==> src/rtl/ccu_snoop_cd_responder_if.sv <==
// Snoop-port bundle between the CCU (master) and the cache-side snoop responder (slave).
// Carries AC/CR/CD channels plus the dcache lookup and state-update sidebands.
interface ccu_snoop_cd_responder_if #(
    parameter int DcacheLineWidth = 128,
    parameter int AxiDataWidth    = 64,
    parameter int AddrWidth       = 64
);
    logic                       ac_valid;
    logic                       ac_ready;
    logic [AddrWidth-1:0]       ac_addr;
    logic [3:0]                 ac_snoop;
    logic                       cr_valid;
    logic                       cr_ready;
    logic [4:0]                 cr_resp;
    logic                       cd_valid;
    logic                       cd_ready;
    logic [AxiDataWidth-1:0]    cd_data;
    logic                       cd_last;
    logic                       lookup_req;
    logic                       lookup_gnt;
    logic [AddrWidth-1:0]       lookup_addr;
    logic                       lookup_valid;
    logic                       lookup_hit;
    logic                       lookup_dirty;
    logic                       lookup_shared;
    logic [DcacheLineWidth-1:0] lookup_data;
    logic                       update_req;
    logic                       update_gnt;
    logic [1:0]                 update_state;

    modport slave (
        input  ac_valid, ac_addr, ac_snoop, cr_ready, cd_ready, lookup_gnt, lookup_valid,
               lookup_hit, lookup_dirty, lookup_shared, lookup_data, update_gnt,
        output ac_ready, cr_valid, cr_resp, cd_valid, cd_data, cd_last, lookup_req,
               lookup_addr, update_req, update_state
    );

    modport master (
        output ac_valid, ac_addr, ac_snoop, cr_ready, cd_ready, lookup_gnt, lookup_valid,
               lookup_hit, lookup_dirty, lookup_shared, lookup_data, update_gnt,
        input  ac_ready, cr_valid, cr_resp, cd_valid, cd_data, cd_last, lookup_req,
               lookup_addr, update_req, update_state
    );
endinterface

==> src/rtl/ccu_snoop_cd_responder.sv <==
// Cache-side ACE snoop responder: AC accept, dcache lookup, optional state update, CR then CD beats.
// Define CCU_SNOOP_CR_CD_OVERLAP_EN to issue CR and CD concurrently when data is transferred.
//
// state    | meaning
// IDLE     | ac_ready high, waiting for a snoop
// LOOKUP   | lookup_req high until granted
// WAIT_RES | waiting for lookup result, decode response
// UPDATE   | update_req high until granted
// SEND_CR  | cr_valid high (and CD beats too when overlapped)
// SEND_CD  | streaming line beats, word 0 first
module ccu_snoop_cd_responder #(
    parameter int DcacheLineWidth = 128,
    parameter int AxiDataWidth    = 64,
    parameter int AddrWidth       = 64
) (
    input  logic clk_i,
    input  logic rst_i,
    ccu_snoop_cd_responder_if.slave bus
);
    localparam int LineWords  = DcacheLineWidth / AxiDataWidth;
    localparam int OffsetBits = $clog2(DcacheLineWidth / 8);
    localparam int CntWidth   = $clog2(LineWords);
`ifdef CCU_SNOOP_CR_CD_OVERLAP_EN
    localparam bit Overlap = 1'b1;
`else
    localparam bit Overlap = 1'b0;
`endif

    localparam logic [3:0] SnpReadOnce     = 4'b0000;
    localparam logic [3:0] SnpReadShared   = 4'b0001;
    localparam logic [3:0] SnpReadUnique   = 4'b0111;
    localparam logic [3:0] SnpCleanInvalid = 4'b1001;
    localparam logic [3:0] SnpMakeInvalid  = 4'b1101;
    localparam logic [1:0] StInvalid       = 2'b00;
    localparam logic [1:0] StSharedClean   = 2'b01;

    typedef enum logic [2:0] {IDLE, LOOKUP, WAIT_RES, UPDATE, SEND_CR, SEND_CD} state_t;

    state_t                     state;
    logic [3:0]                 snoop;
    logic [DcacheLineWidth-1:0] line_buf;
    logic [CntWidth-1:0]        cnt;
    logic                       dt;
    logic                       ac_ready, cr_valid, cd_valid, cd_last, lookup_req, update_req;
    logic [4:0]                 cr_resp;
    logic [AxiDataWidth-1:0]    cd_data;
    logic [AddrWidth-1:0]       lookup_addr;
    logic [1:0]                 update_state;

    logic [4:0] dec_cr;
    logic       dec_upd;
    logic [1:0] dec_state;
    logic       hit, dirty, nshared;

    assign hit     = bus.lookup_hit;
    assign dirty   = bus.lookup_dirty;
    assign nshared = !bus.lookup_shared;

    // cr bits: {WasUnique, IsShared, PassDirty, Error, DataTransfer}
    always_comb begin
        dec_cr    = 5'b00000;
        dec_upd   = 1'b0;
        dec_state = StInvalid;
        case (snoop)
            SnpReadOnce: if (hit) dec_cr = {nshared, 1'b1, 1'b0, 1'b0, 1'b1};
            SnpReadShared: if (hit) begin
                dec_cr    = {nshared, 1'b1, dirty, 1'b0, 1'b1};
                dec_upd   = dirty || nshared;
                dec_state = StSharedClean;
            end
            SnpReadUnique: if (hit) begin
                dec_cr  = {nshared, 1'b0, dirty, 1'b0, 1'b1};
                dec_upd = 1'b1;
            end
            SnpCleanInvalid: if (hit) begin
                dec_cr  = {nshared, 1'b0, dirty, 1'b0, dirty};
                dec_upd = 1'b1;
            end
            SnpMakeInvalid: if (hit) begin
                dec_cr  = {nshared, 1'b0, 1'b0, 1'b0, 1'b0};
                dec_upd = 1'b1;
            end
            default: dec_cr = 5'b00010;
        endcase
    end

    always_ff @(posedge clk_i or posedge rst_i) begin
        if (rst_i) begin
            state        <= IDLE;
            snoop        <= '0;
            line_buf     <= '0;
            cnt          <= '0;
            dt           <= 1'b0;
            ac_ready     <= 1'b0;
            cr_valid     <= 1'b0;
            cr_resp      <= '0;
            cd_valid     <= 1'b0;
            cd_data      <= '0;
            cd_last      <= 1'b0;
            lookup_req   <= 1'b0;
            lookup_addr  <= '0;
            update_req   <= 1'b0;
            update_state <= StInvalid;
        end else begin
            // Beat engine runs whenever CD is valid, shared by both CR/CD orderings.
            if (cd_valid && bus.cd_ready) begin
                if (cd_last) begin
                    cd_valid <= 1'b0;
                    cd_last  <= 1'b0;
                    cd_data  <= '0;
                    cnt      <= '0;
                end else begin
                    cnt      <= cnt + 1'b1;
                    cd_data  <= line_buf[AxiDataWidth +: AxiDataWidth];
                    line_buf <= line_buf >> AxiDataWidth;
                    cd_last  <= (cnt == CntWidth'(LineWords - 2));
                end
            end
            if (cr_valid && bus.cr_ready) begin
                cr_valid <= 1'b0;
                cr_resp  <= '0;
            end
            case (state)
                IDLE: begin
                    if (ac_ready && bus.ac_valid) begin
                        ac_ready    <= 1'b0;
                        snoop       <= bus.ac_snoop;
                        lookup_req  <= 1'b1;
                        lookup_addr <= {bus.ac_addr[AddrWidth-1:OffsetBits], OffsetBits'(0)};
                        state       <= LOOKUP;
                    end else begin
                        ac_ready <= 1'b1;
                    end
                end
                LOOKUP: if (bus.lookup_gnt) begin
                    lookup_req  <= 1'b0;
                    lookup_addr <= '0;
                    state       <= WAIT_RES;
                end
                WAIT_RES: if (bus.lookup_valid) begin
                    line_buf <= bus.lookup_data;
                    cr_resp  <= dec_cr;
                    dt       <= dec_cr[0];
                    if (dec_upd) begin
                        update_req   <= 1'b1;
                        update_state <= dec_state;
                        state        <= UPDATE;
                    end else begin
                        cr_valid <= 1'b1;
                        state    <= SEND_CR;
                        if (Overlap && dec_cr[0]) begin
                            cd_valid <= 1'b1;
                            cd_data  <= bus.lookup_data[AxiDataWidth-1:0];
                        end
                    end
                end
                UPDATE: if (bus.update_gnt) begin
                    update_req   <= 1'b0;
                    update_state <= StInvalid;
                    cr_valid     <= 1'b1;
                    state        <= SEND_CR;
                    if (Overlap && dt) begin
                        cd_valid <= 1'b1;
                        cd_data  <= line_buf[AxiDataWidth-1:0];
                    end
                end
                SEND_CR: begin
                    if (Overlap) begin
                        if ((!cr_valid || bus.cr_ready) && (!cd_valid || (bus.cd_ready && cd_last))) begin
                            ac_ready <= 1'b1;
                            state    <= IDLE;
                        end
                    end else if (bus.cr_ready) begin
                        if (dt) begin
                            cd_valid <= 1'b1;
                            cd_data  <= line_buf[AxiDataWidth-1:0];
                            state    <= SEND_CD;
                        end else begin
                            ac_ready <= 1'b1;
                            state    <= IDLE;
                        end
                    end
                end
                SEND_CD: if (bus.cd_ready && cd_last) begin
                    ac_ready <= 1'b1;
                    state    <= IDLE;
                end
                default: state <= IDLE;
            endcase
        end
    end

    assign bus.ac_ready     = ac_ready;
    assign bus.cr_valid     = cr_valid;
    assign bus.cr_resp      = cr_resp;
    assign bus.cd_valid     = cd_valid;
    assign bus.cd_data      = cd_data;
    assign bus.cd_last      = cd_last;
    assign bus.lookup_req   = lookup_req;
    assign bus.lookup_addr  = lookup_addr;
    assign bus.update_req   = update_req;
    assign bus.update_state = update_state;
endmodule
==> src/flat_wrapper.sv <==
// flat-port wrapper written by rule: the top's interface ports become plain ports
module ccu_snoop_cd_responder_flat 
#(
    parameter int DcacheLineWidth = 128,
    parameter int AxiDataWidth    = 64,
    parameter int AddrWidth       = 64
)
  (clk_i, rst_i, bus_ac_valid, bus_ac_addr, bus_ac_snoop, bus_cr_ready, bus_cd_ready, bus_lookup_gnt, bus_lookup_valid, bus_lookup_hit, bus_lookup_dirty, bus_lookup_shared, bus_lookup_data, bus_update_gnt, bus_ac_ready, bus_cr_valid, bus_cr_resp, bus_cd_valid, bus_cd_data, bus_cd_last, bus_lookup_req, bus_lookup_addr, bus_update_req, bus_update_state);
  ccu_snoop_cd_responder_if #(.DcacheLineWidth(DcacheLineWidth), .AxiDataWidth(AxiDataWidth), .AddrWidth(AddrWidth)) bus_i ();
  input  logic clk_i;
  input  logic rst_i;
  input wire logic [$bits(bus_i.ac_valid)-1:0] bus_ac_valid;
  input wire logic [$bits(bus_i.ac_addr)-1:0] bus_ac_addr;
  input wire logic [$bits(bus_i.ac_snoop)-1:0] bus_ac_snoop;
  input wire logic [$bits(bus_i.cr_ready)-1:0] bus_cr_ready;
  input wire logic [$bits(bus_i.cd_ready)-1:0] bus_cd_ready;
  input wire logic [$bits(bus_i.lookup_gnt)-1:0] bus_lookup_gnt;
  input wire logic [$bits(bus_i.lookup_valid)-1:0] bus_lookup_valid;
  input wire logic [$bits(bus_i.lookup_hit)-1:0] bus_lookup_hit;
  input wire logic [$bits(bus_i.lookup_dirty)-1:0] bus_lookup_dirty;
  input wire logic [$bits(bus_i.lookup_shared)-1:0] bus_lookup_shared;
  input wire logic [$bits(bus_i.lookup_data)-1:0] bus_lookup_data;
  input wire logic [$bits(bus_i.update_gnt)-1:0] bus_update_gnt;
  output wire logic [$bits(bus_i.ac_ready)-1:0] bus_ac_ready;
  output wire logic [$bits(bus_i.cr_valid)-1:0] bus_cr_valid;
  output wire logic [$bits(bus_i.cr_resp)-1:0] bus_cr_resp;
  output wire logic [$bits(bus_i.cd_valid)-1:0] bus_cd_valid;
  output wire logic [$bits(bus_i.cd_data)-1:0] bus_cd_data;
  output wire logic [$bits(bus_i.cd_last)-1:0] bus_cd_last;
  output wire logic [$bits(bus_i.lookup_req)-1:0] bus_lookup_req;
  output wire logic [$bits(bus_i.lookup_addr)-1:0] bus_lookup_addr;
  output wire logic [$bits(bus_i.update_req)-1:0] bus_update_req;
  output wire logic [$bits(bus_i.update_state)-1:0] bus_update_state;
  assign bus_i.ac_valid = bus_ac_valid;
  assign bus_i.ac_addr = bus_ac_addr;
  assign bus_i.ac_snoop = bus_ac_snoop;
  assign bus_i.cr_ready = bus_cr_ready;
  assign bus_i.cd_ready = bus_cd_ready;
  assign bus_i.lookup_gnt = bus_lookup_gnt;
  assign bus_i.lookup_valid = bus_lookup_valid;
  assign bus_i.lookup_hit = bus_lookup_hit;
  assign bus_i.lookup_dirty = bus_lookup_dirty;
  assign bus_i.lookup_shared = bus_lookup_shared;
  assign bus_i.lookup_data = bus_lookup_data;
  assign bus_i.update_gnt = bus_update_gnt;
  assign bus_ac_ready = bus_i.ac_ready;
  assign bus_cr_valid = bus_i.cr_valid;
  assign bus_cr_resp = bus_i.cr_resp;
  assign bus_cd_valid = bus_i.cd_valid;
  assign bus_cd_data = bus_i.cd_data;
  assign bus_cd_last = bus_i.cd_last;
  assign bus_lookup_req = bus_i.lookup_req;
  assign bus_lookup_addr = bus_i.lookup_addr;
  assign bus_update_req = bus_i.update_req;
  assign bus_update_state = bus_i.update_state;
  ccu_snoop_cd_responder #(.DcacheLineWidth(DcacheLineWidth), .AxiDataWidth(AxiDataWidth), .AddrWidth(AddrWidth)) u_core (.clk_i(clk_i), .rst_i(rst_i), .bus(bus_i));
endmodule
==> config.mk <==
export PLATFORM = sky130hd
export DESIGN_NAME = ccu_snoop_cd_responder_flat
export DESIGN_NICKNAME = d
export VERILOG_FILES = /design/src/rtl/ccu_snoop_cd_responder_if.sv /design/src/rtl/ccu_snoop_cd_responder.sv /design/src/flat_wrapper.sv
export SDC_FILE = /design/constraint.sdc
export NUM_CORES = 1
export LEC_CHECK = 0
export CAP_MARGIN = 30
export CORE_MARGIN = 5
export CORE_UTILIZATION = 47
export DETAILED_ROUTE_END_ITERATION = 16
export MAX_ROUTING_LAYER = met4
export PLACE_DENSITY_LB_ADDON = 0.08
export SYNTH_ARGS = -nofsm -noshare
export SYNTH_HDL_FRONTEND = slang
export SYNTH_SLANG_ARGS = --single-unit
==> constraint.sdc <==
create_clock -name clk_i -period 10.28 [get_ports clk_i]
set_input_delay 1.542 -clock clk_i [delete_from_list [all_inputs] [get_ports clk_i]]
set_output_delay 1.542 -clock clk_i [all_outputs]
set_load 0.01 [all_outputs]
=== After elaboration in Yosys (flattened, before gate mapping) ===
Cells that the tools add are included.

* Word-level logic and storage cells: 115
* Bits in registers: 278

* Bitwise operators: 1
* Reductions and logical operators: 18
* $add $sub $neg: 1
* Mux-type cells: 63
* Eq/ne operators: 17

{| class="wikitable"
|+ Operators with widths
! cell !! number
|-
| 128-bit two-way mux || 4
|-
| 64-bit two-way mux || 7
|-
| 64-bit case mux with 2 select lines || 1
|-
| 5-bit two-way mux || 8
|-
| 5-bit case mux with 5 select lines || 1
|-
| 3-bit two-way mux || 8
|-
| 1-bit two-way mux || 23
|-
| 3-bit case mux with 6 select lines || 1
|-
| 2-bit inequality test (second input constant) || 5
|-
| 4-bit == test (second input constant) || 2
|-
| 2-bit two-way mux || 4
|-
| 1-bit case mux with 2 select lines || 4
|-
| 4-bit AND reduction || 2
|-
| 3-bit by 2-bit == test with 1-bit output (second input constant) || 2
|-
| 3-bit == test (second input constant) || 2
|-
| 2-bit by 1-bit inequality test with 1-bit output (second input constant) || 3
|-
| 6-bit AND reduction || 1
|-
| 4-bit by 1-bit == test with 1-bit output (second input constant) || 1
|-
| 4-bit by 3-bit == test with 1-bit output (second input constant) || 1
|-
| 1-bit logical AND || 4
|-
| 4-bit logical NOT || 1
|-
| 2-bit case mux with 2 select lines || 1
|-
| 2-bit AND reduction || 2
|-
| 2-bit nonzero test || 2
|-
| other kinds (10) || 10
|}

=== Longest topological paths before layout ===
* Depth after elaboration: 7
* Gate-level depth with buffers: 7
* Mapped depth without buffers: 4

=== Worst setup path after synthesis ===
Ideal clock, no wire load.

* Path kind: input to register
* Start: in bus_cd_ready
* End: reg u_core.line_buf[58]
* Arrival time: 2454 ps
* Slack: 7697 ps
* Data required time: 10151 ps
* Stages on the path: 6
* Path through: nand2_1 -> nor2_2 -> buf_2 -> buf_2 -> mux2i_1 -> o21ai_1

* Word-level cells in the longest chain between the ends: 4

{| class="wikitable"
|+ Ends and longest elaborated chain
! element !! line !! RTL
|-
| start: declaration || flat_wrapper.sv:16 || <nowiki>input wire logic [$bits(bus_i.cd_ready)-1:0] bus_cd_ready;</nowiki>
|-
| 1-bit logical AND * || ccu_snoop_cd_responder.sv:106 || <nowiki>if (cd_valid && bus.cd_ready) begin</nowiki>
|-
| 128-bit two-way mux * || ccu_snoop_cd_responder.sv:106 ||
|-
| 128-bit two-way mux || ccu_snoop_cd_responder.sv:140 || <nowiki>WAIT_RES: if (bus.lookup_valid) begin</nowiki>
|-
| 128-bit two-way mux * || ccu_snoop_cd_responder.sv:123 || <nowiki>case (state)</nowiki>
|-
| end signal: assignment || ccu_snoop_cd_responder.sv:115 || <nowiki>line_buf <= line_buf >> AxiDataWidth;</nowiki>
|-
| end signal: assignment || ccu_snoop_cd_responder.sv:141 || <nowiki>line_buf <= bus.lookup_data;</nowiki>
|-
| end: declaration || ccu_snoop_cd_responder.sv:41 || <nowiki>logic [DcacheLineWidth-1:0] line_buf;</nowiki>
|}

Every way passes the cells marked *; elsewhere a longest branch is shown, timed or not.
A chain may end at the register's enable or synchronous reset.

=== Worst setup path in the final report ===
* Start: in bus_cd_ready
* End: reg u_core.line_buf[120]

The elaborated chain is that of the path after synthesis.

==> results by group <==
Global routing
  • Vias in the first global route: 9031
  • First-pass GRT wire length: 48.4 mm
  • Initial antenna violation count: 4
  • Total GRT Usage: 23.1%
  • Total grt overflow: 0
  • Largest net degree at the start of global routing: 104

Cells and area
  • Share of cells above drive strength 1: 6.02%
  • Non-filler cells, final: 1602
  • Final instance area: 15700 um2
  • Final #Nets: 1465
  • Layout overhead on the synthesized area: 41.2%

Critical path
  • Element type at the critical path end: register
  • Worst path required time: 10.75 ns
  • Crit path top cell by count: buf_4
  • Critical path's top delay family: buffers and inverters
  • Stages on worst setup path: 9
  • Flop2flop setup slack: 7.14 ns
  • Worst path max stage delay: 0.64 ns
  • Setup CP Type: input port to register
  • Crit path max fanout: 66
  • Bufs and invs on worst path: 5
  • Worst r2r dst: u_core.line_buf[120]$_DFF_PP0_
  • CP Capture Point: u_core.line_buf[120]$_DFF_PP0_
  • Worst setup SP type: input port
  • Critical path arrival: 4.64 ns
  • Reg-to-Reg Start: u_core.bus.cd_valid$_DFF_PP0_
  • CP Cell Sequence: clkdlybuf4s50_1 > nand2_2 > buf_4 > nor2_4 > buf_4 > buf_16 > nor2_4 > buf_4 > a22o_1
  • Slowest-stage cell, CP: buf_4
  • Reg2Reg Depth: 8
  • Worst Setup SP: bus_cd_ready

Timing
  • Max Transition Viols Final: 0
  • Least-Margin Pin Slew: 0.915 ns
  • Setup violations, final: 0
  • Slew HR: 39.0%
  • Max Freq: 240 MHz
  • RSZ-0062 raised after global routing: false
  • Setup TNS: 0 ns
  • Fin crit share: 40.5%
  • Setup Skew: 0.0119 ns
  • Worst setup margin: 6.11 ns
  • Final Hold Vio Count: 0
  • Final Critical Period: 4.17 ns

Clock network
  • CTS-repair resized insts: 0
  • Root Driver: clkbuf_16
  • TritonCTS clock tree: built
  • Hold Buf Count CTS: 0
  • Clock Path Buffers: 3
  • Post-CTS Setup Inserts: 0
  • CTS buffer count: 30
  • CTS H-tree lvls: 1
  • Clock Latency Late Sink: 0.54 ns
  • Count of clock tree sinks: 272
  • Clk pin slew, worst setup/hold paths: 0.06 ns

Synth
  • Seq/Total Area, Yosys: 61.1%
  • Ranking of synthesized cells by area: dfrtp_1 (61%), a22o_1 (9.8%), mux2i_1 (5.8%)
  • Synth Cell Area: 11100 um2
  • Top-area cell type share of the netlist area: 61.1%
  • Post-synth top flop: dfrtp_1
  • Synth area leader: dfrtp_1
  • YS warnings: 0
  • EDFF count, synth: 0
  • Count leader, synth: dfrtp_1
  • Yosys cell types: 45
  • #FFs+latches synth: 272
  • Cells after Synth: 952
  • Avg Inst Size Synth: 11.7 um2
  • Synth cell count leaders: dfrtp_1 (272), a22o_1 (125), nand2_1 (84), a21oi_1 (68), nor2_1 (68)
  • Async set-reset flop share out of synthesis: 100%

Floorplan
  • Starting density of the core: 47.6%
  • Row count: 56
  • Core area: 23400 um2
  • Die height: 164 um
  • Overall die width: 164 um
  • Ports: 348
  • Die ar.: 26900 um2

Outcome
  • Status: finished clean

Detailed routing
  • TritonRoute pass-1 iters: 5
  • ANT nets after route: 0
  • DR DRC count: 0
  • Iter 0 DRT Violations: 794
  • WL/cell: 19.2 um
  • Routed WL: 30.7 mm
  • Via/cell ratio: 5.41
  • Vias: 8666

Pwr
  • Final Power: 0.00453 W
  • Maximum vdd drop: 0.000151 V
  • Pwr dens: 288 nW/um2
  • Leakage: 6.82 nW

Placed design
  • Post-Place Setup Slack: 5.44 ns
  • Dpl cell area: 14700 um2
  • Port Buf Inserts: 338
  • Routability cong.: 0.843
  • Placed Cells incl. Taps: 1543
  • Dpl hpwl: 19.9 mm

Job
  • Max Cap Viol: 0

Worst hold path
  • Worst min path class: register to register
  • HP Start: u_core.bus.lookup_req$_DFFE_PP0P_
[layout make-up]
| class | instances | area, um2 |
|---|---|---|
| sequential | 272 | 6810 |
| inverter | 6 | 30.0 |
| tap | 319 | 399 |
| antenna | 4 | 10.0 |
| multi-input combinational | 594 | 3880 |
| fill | 1855 | 7680 |
| clock inverter | 8 | 93.8 |
| timing repair buffer | 354 | 3600 |
| clock buffer | 45 | 908 |
[cell usage in the layout (no fill, tap or decap), types with 2 or more instances in the layout]
cell / count
a21o_1: 3
a21oi_1: 68
a22o_1: 125
a22oi_1: 64
a31oi_1: 2
and3_1: 3
buf_16: 4
buf_4: 11
bufinv_16: 2
clkbuf_1: 6
clkbuf_16: 31
clkbuf_8: 8
clkdlybuf4s50_1: 338
clkinv_2: 5
conb_1: 5
dfrtp_1: 272
diode_2: 4
inv_1: 4
mux2_2: 4
mux2i_1: 64
nand2_1: 82
nand2_2: 2
nand2b_1: 2
nand3_1: 6
nor2_1: 68
nor2_4: 2
nor2b_1: 2
o211ai_1: 2
o21a_1: 2
o21ai_0: 58
o21ai_1: 12
o31ai_1: 2
[kinds of logic (layout without fill, tap and decap cells)]
kind of cell           after synthesis  after routing  share of synthesized area, %
AO/OA/AOI/OAI                      346            346                          21.7
flip-flops                         272            272                          61.1
buffers and inverters               90            413                          4.31
AND/OR/NAND/NOR                    174            174                          6.55
multiplexers                        68             68                          6.16
XOR/XNOR                             1              1                        0.0787
other                                1              9                        0.0337
[sequential cells by signal (all words and copies together) (netlist names), 3 cells and up]
register                cells
u_core.state                3
u_core.line_buf           128
u_core.bus.cr_resp          5
u_core.bus.lookup_addr     60
u_core.bus.cd_data         64
u_core.snoop                4
[report_power, final]
part           switching [W]  leakage (nW)  internal, W
clock               0.000417         0.499     0.000655
sequential          0.000322          3.49      0.00155
combinational       0.000688          2.82     0.000901
total                0.00143          6.82      0.00310
[worst min-delay path by stage]
| stage | endpoint | slack [ns] | cells after the start |
|---|---|---|---|
| 2_1_floorplan | u_core.line_buf[127]$_DFF_PP0_ | 0.49 | 1 |
| 3_5_place_dp | u_core.bus.lookup_req$_DFFE_PP0P_ | 0.47 | 1 |
| 4_1_cts | u_core.bus.lookup_req$_DFFE_PP0P_ | 0.49 | 1 |
| 6_report | u_core.bus.lookup_req$_DFFE_PP0P_ | 0.48 | 1 |
| 3_3_place_gp | u_core.bus.lookup_req$_DFFE_PP0P_ | 0.46 | 1 |
| 5_1_grt | u_core.bus.lookup_addr[44]$_DFFE_PP0P_ | 0.51 | 1 |
[metal layers]
metal  GRT usage [%]  vias up  wire length, um
met1            30.0     4228            12900
li1                -     4082                -
met4            6.06        0              714
met2            36.4      312            14700
met3            6.40       44             2340
met5               -        -                0
[worst register-to-register path, cell delays in order, from the launching register on]
cell and delay (ns):
dfrtp_1 0.40, nand2_2 0.07, buf_4 0.64, nor2_4 0.04, buf_4 0.27, buf_16 0.25, nor2_4 0.56, buf_4 0.59
a22o_1 0.25
[metrics by stage]
step	hold slack (ns)	util, %
final	0.484	67.2
after global routing	0.507	67.2
after CTS	0.488	66.9
after detailed placement	0.474	62.6
after global placement	0.462	62.3
after floorplan	0.488	-
(Power assumes the default switching activity.)
==> edit: new RTL, config.mk and constraints unchanged <==
`AddrWidth` is set to 64 in 3 places; all go to 128.
--- a/src/rtl/ccu_snoop_cd_responder_if.sv
+++ b/src/rtl/ccu_snoop_cd_responder_if.sv
@@ -4,5 +4,5 @@
     parameter int DcacheLineWidth = 128,
     parameter int AxiDataWidth    = 64,
-    parameter int AddrWidth       = 64
+    parameter int AddrWidth       = 128
 );
     logic                       ac_valid;
--- a/src/rtl/ccu_snoop_cd_responder.sv
+++ b/src/rtl/ccu_snoop_cd_responder.sv
@@ -12,5 +12,5 @@
     parameter int DcacheLineWidth = 128,
     parameter int AxiDataWidth    = 64,
-    parameter int AddrWidth       = 64
+    parameter int AddrWidth       = 128
 ) (
     input  logic clk_i,
--- a/src/flat_wrapper.sv
+++ b/src/flat_wrapper.sv
@@ -4,5 +4,5 @@
     parameter int DcacheLineWidth = 128,
     parameter int AxiDataWidth    = 64,
-    parameter int AddrWidth       = 64
+    parameter int AddrWidth       = 128
 )
   (clk_i, rst_i, bus_ac_valid, bus_ac_addr, bus_ac_snoop, bus_cr_ready, bus_cd_ready, bus_lookup_gnt, bus_lookup_valid, bus_lookup_hit, bus_lookup_dirty, bus_lookup_shared, bus_lookup_data, bus_update_gnt, bus_ac_ready, bus_cr_valid, bus_cr_resp, bus_cd_valid, bus_cd_data, bus_cd_last, bus_lookup_req, bus_lookup_addr, bus_update_req, bus_update_state);
Ports: changed (resized bus_ac_addr and bus_lookup_addr); port bits go from 348 to 476. No check against the original RTL was run, so the function may have changed too.
==> edit against the original RTL <==
- non-clock buffer count rose by 130
- synthesized cell count rose by 15%
- power rose by 27%
- sequential cell count rose by 64
- worst setup slack improved by 0.29 ns
- final area rose by 24%
- wire length rose by 33%
- cell count rose by 21%
- clock skew rose by 0.0037 ns
- first-iteration DRC count fell by 2.4%
- via count rose by 20%
- area after synthesis rose by 20%
- critical endpoint is now u_core.line_buf[35]$_DFF_PP0_
- largest power group unchanged
- highest routed layer unchanged
==> edit: results (changes against the original RTL) <==
----------------------------------------------------
[Run status]
  Result of the run ... finished clean

[Placed design]
  Routability congestion estimate ... 0.837 (-0.75%)
  IO Port Bufs ... 466 (+38%)
  Cell Area, Placed ... 18200 um^2 (+24%)
  Post-DP HPWL ... 27700 um (+39%)

[Critical path]
  Endpoint of the most critical register-to-register path ... u_core.line_buf[35]$_DFF_PP0_
  Critical Path Fanout Max ... 99 (+50%)
  Count of cells along the worst register-to-register path ... 5 (-3)
  Slack of the worst reg-to-reg path ... 7.19 ns (+0.05 ns)
  Slowest stage delay, CP ... 0.91 ns (+0.27 ns)

[Logic synthesis]
  Sequential element share of the synthesized area ... 62.8% (+1.6 points)
  Most numerous cell types in the synthesized netlist ... sky130_fd_sc_hd__dfrtp_1, sky130_fd_sc_hd__a22o_1, sky130_fd_sc_hd__nand2_1, sky130_fd_sc_hd__nor2_1, sky130_fd_sc_hd__a21oi_1
  Portion of synthesized cell area occupied by the leading cell type ... 62.8% (+1.6 points)
  Library cells used by synthesis ... 42 (-6.7%)

[Power]
  Static leakage ... 8.47 nW (+24%)
  Largest voltage drop on the vdd net ... 0.215 mV (+42%)

[Clock tree]
  Buffer count from post-CTS setup fixing ... 0 (unchanged)
  Clock latency on the worst-skew pair ... 0.51 ns (-0.03 ns)
  Buffer levels on the longest clock path ... 3 (unchanged)

[GRT]
  Number of global-route vias before repair ... 11000 (+21%)
  Antenna violations before repair ... 10 (+6)
  Wire length of the first global-routing pass ... 61800 um (+28%)
  Pin count of the biggest net entering global routing ... 186 (+79%)

[Timing]
  Worst slew margin relative to its limit ... 32.9% (-6.0 points)
  Worst Skew ... 0.0156 ns (+0.00367 ns)

[Layout]
  Leading registers by flop count ... u_core.line_buf: 128 flops, u_core.bus.lookup_addr: 124 flops, u_core.bus.cd_data: 64 flops
  Area of all placed cells without fillers ... 19500 um^2 (+24%)
  Filler cell count in the final layout ... 2114 (+14%)
  Share of cells above drive strength 1 ... 5.30% (-0.72 points)
  Fin nets ... 1792 (+22%)

[Route]
  Final WL ... 40700 um (+33%)

----------------------------------------------------
## edit: cell count changes in the layout (fill, tap and decap cells not counted), sizes merged, moves of 3 or more
cell	before	now
clkdlybuf4s50	338	466
a22o	125	190
dfrtp	272	336
clkbuf	45	55
diode	4	12
nand2	84	79
nor2	70	75
and3	3	0
## edit: worst max-delay path by stage
stage	depth (start not counted)	end	start	slack, ns
2_1_floorplan	1	u_core.bus.ac_ready$_DFFE_PP0P_	rst_i	4.25
3_3_place_gp	5	u_core.line_buf[27]$_DFF_PP0_	bus_lookup_valid	5.93
3_5_place_dp	5	u_core.line_buf[47]$_DFF_PP0_	bus_lookup_valid	5.88
4_1_cts	6	u_core.line_buf[35]$_DFF_PP0_	bus_lookup_valid	6.40
5_1_grt	6	u_core.line_buf[35]$_DFF_PP0_	bus_lookup_valid	6.23
6_report	6	u_core.line_buf[35]$_DFF_PP0_	bus_lookup_valid	6.40
## edit: report_power, final
group,leakage (nW),internal [mW],switching [mW]
Clock,0.596,0.805,0.508
Sequential,4.36,1.90,0.383
Combinational,3.51,1.16,1.00
Total,8.47,3.87,1.89
## edit: kinds of logic after synthesis
kind of cell | count (synthesis) | share of synthesized area [%]
other cells | 1 | 0.0280
xor+xnor | 1 | 0.0654
buf+inv | 105 | 4.31
simple gates | 174 | 5.52
mux | 68 | 5.11
flops | 336 | 62.8
compound gates | 408 | 22.2
## edit: stage by stage
step	cells	hold slack [ns]	worst slack, ns
finish	1936	0.490	6.40
global route	1934	0.506	6.23
CTS	1922	0.500	6.40
detailed placement	1858	0.486	5.88
global placement	1856	0.461	5.93
floorplan	1097	0.488	4.25
## edit: layer usage
metal / GRT usage [%] / wire length [um] / vias up
met3: 7.34 / 3430 / 62
met2: 41.2 / 20600 / 348
met5: - / 0 / -
li1: - / - / 4863
met4: 9.27 / 1180 / 0
met1: 30.7 / 15500 / 5130
## edit: area by class of cell
cell class,count,area (um^2),area share [%]
Antenna cell,12,30.0,0.154
Clock buffer,55,1090,5.57
Clock inverter,9,124,0.636
Inverter,6,26.3,0.135
Multi-Input combinational cell,656,4450,22.8
Sequential cell,336,8410,43.1
Tap cell,378,473,2.43
Timing Repair Buffer,484,4890,25.1
## edit: worst reg2reg max path, stage by stage (launching register included)
cell and delay, ns:
sky130_fd_sc_hd__dfrtp_1 0.58, sky130_fd_sc_hd__and4bb_4 0.39, sky130_fd_sc_hd__buf_4 0.77, sky130_fd_sc_hd__buf_4 0.93, sky130_fd_sc_hd__nand2_1 0.21, sky130_fd_sc_hd__o21ai_1 0.12
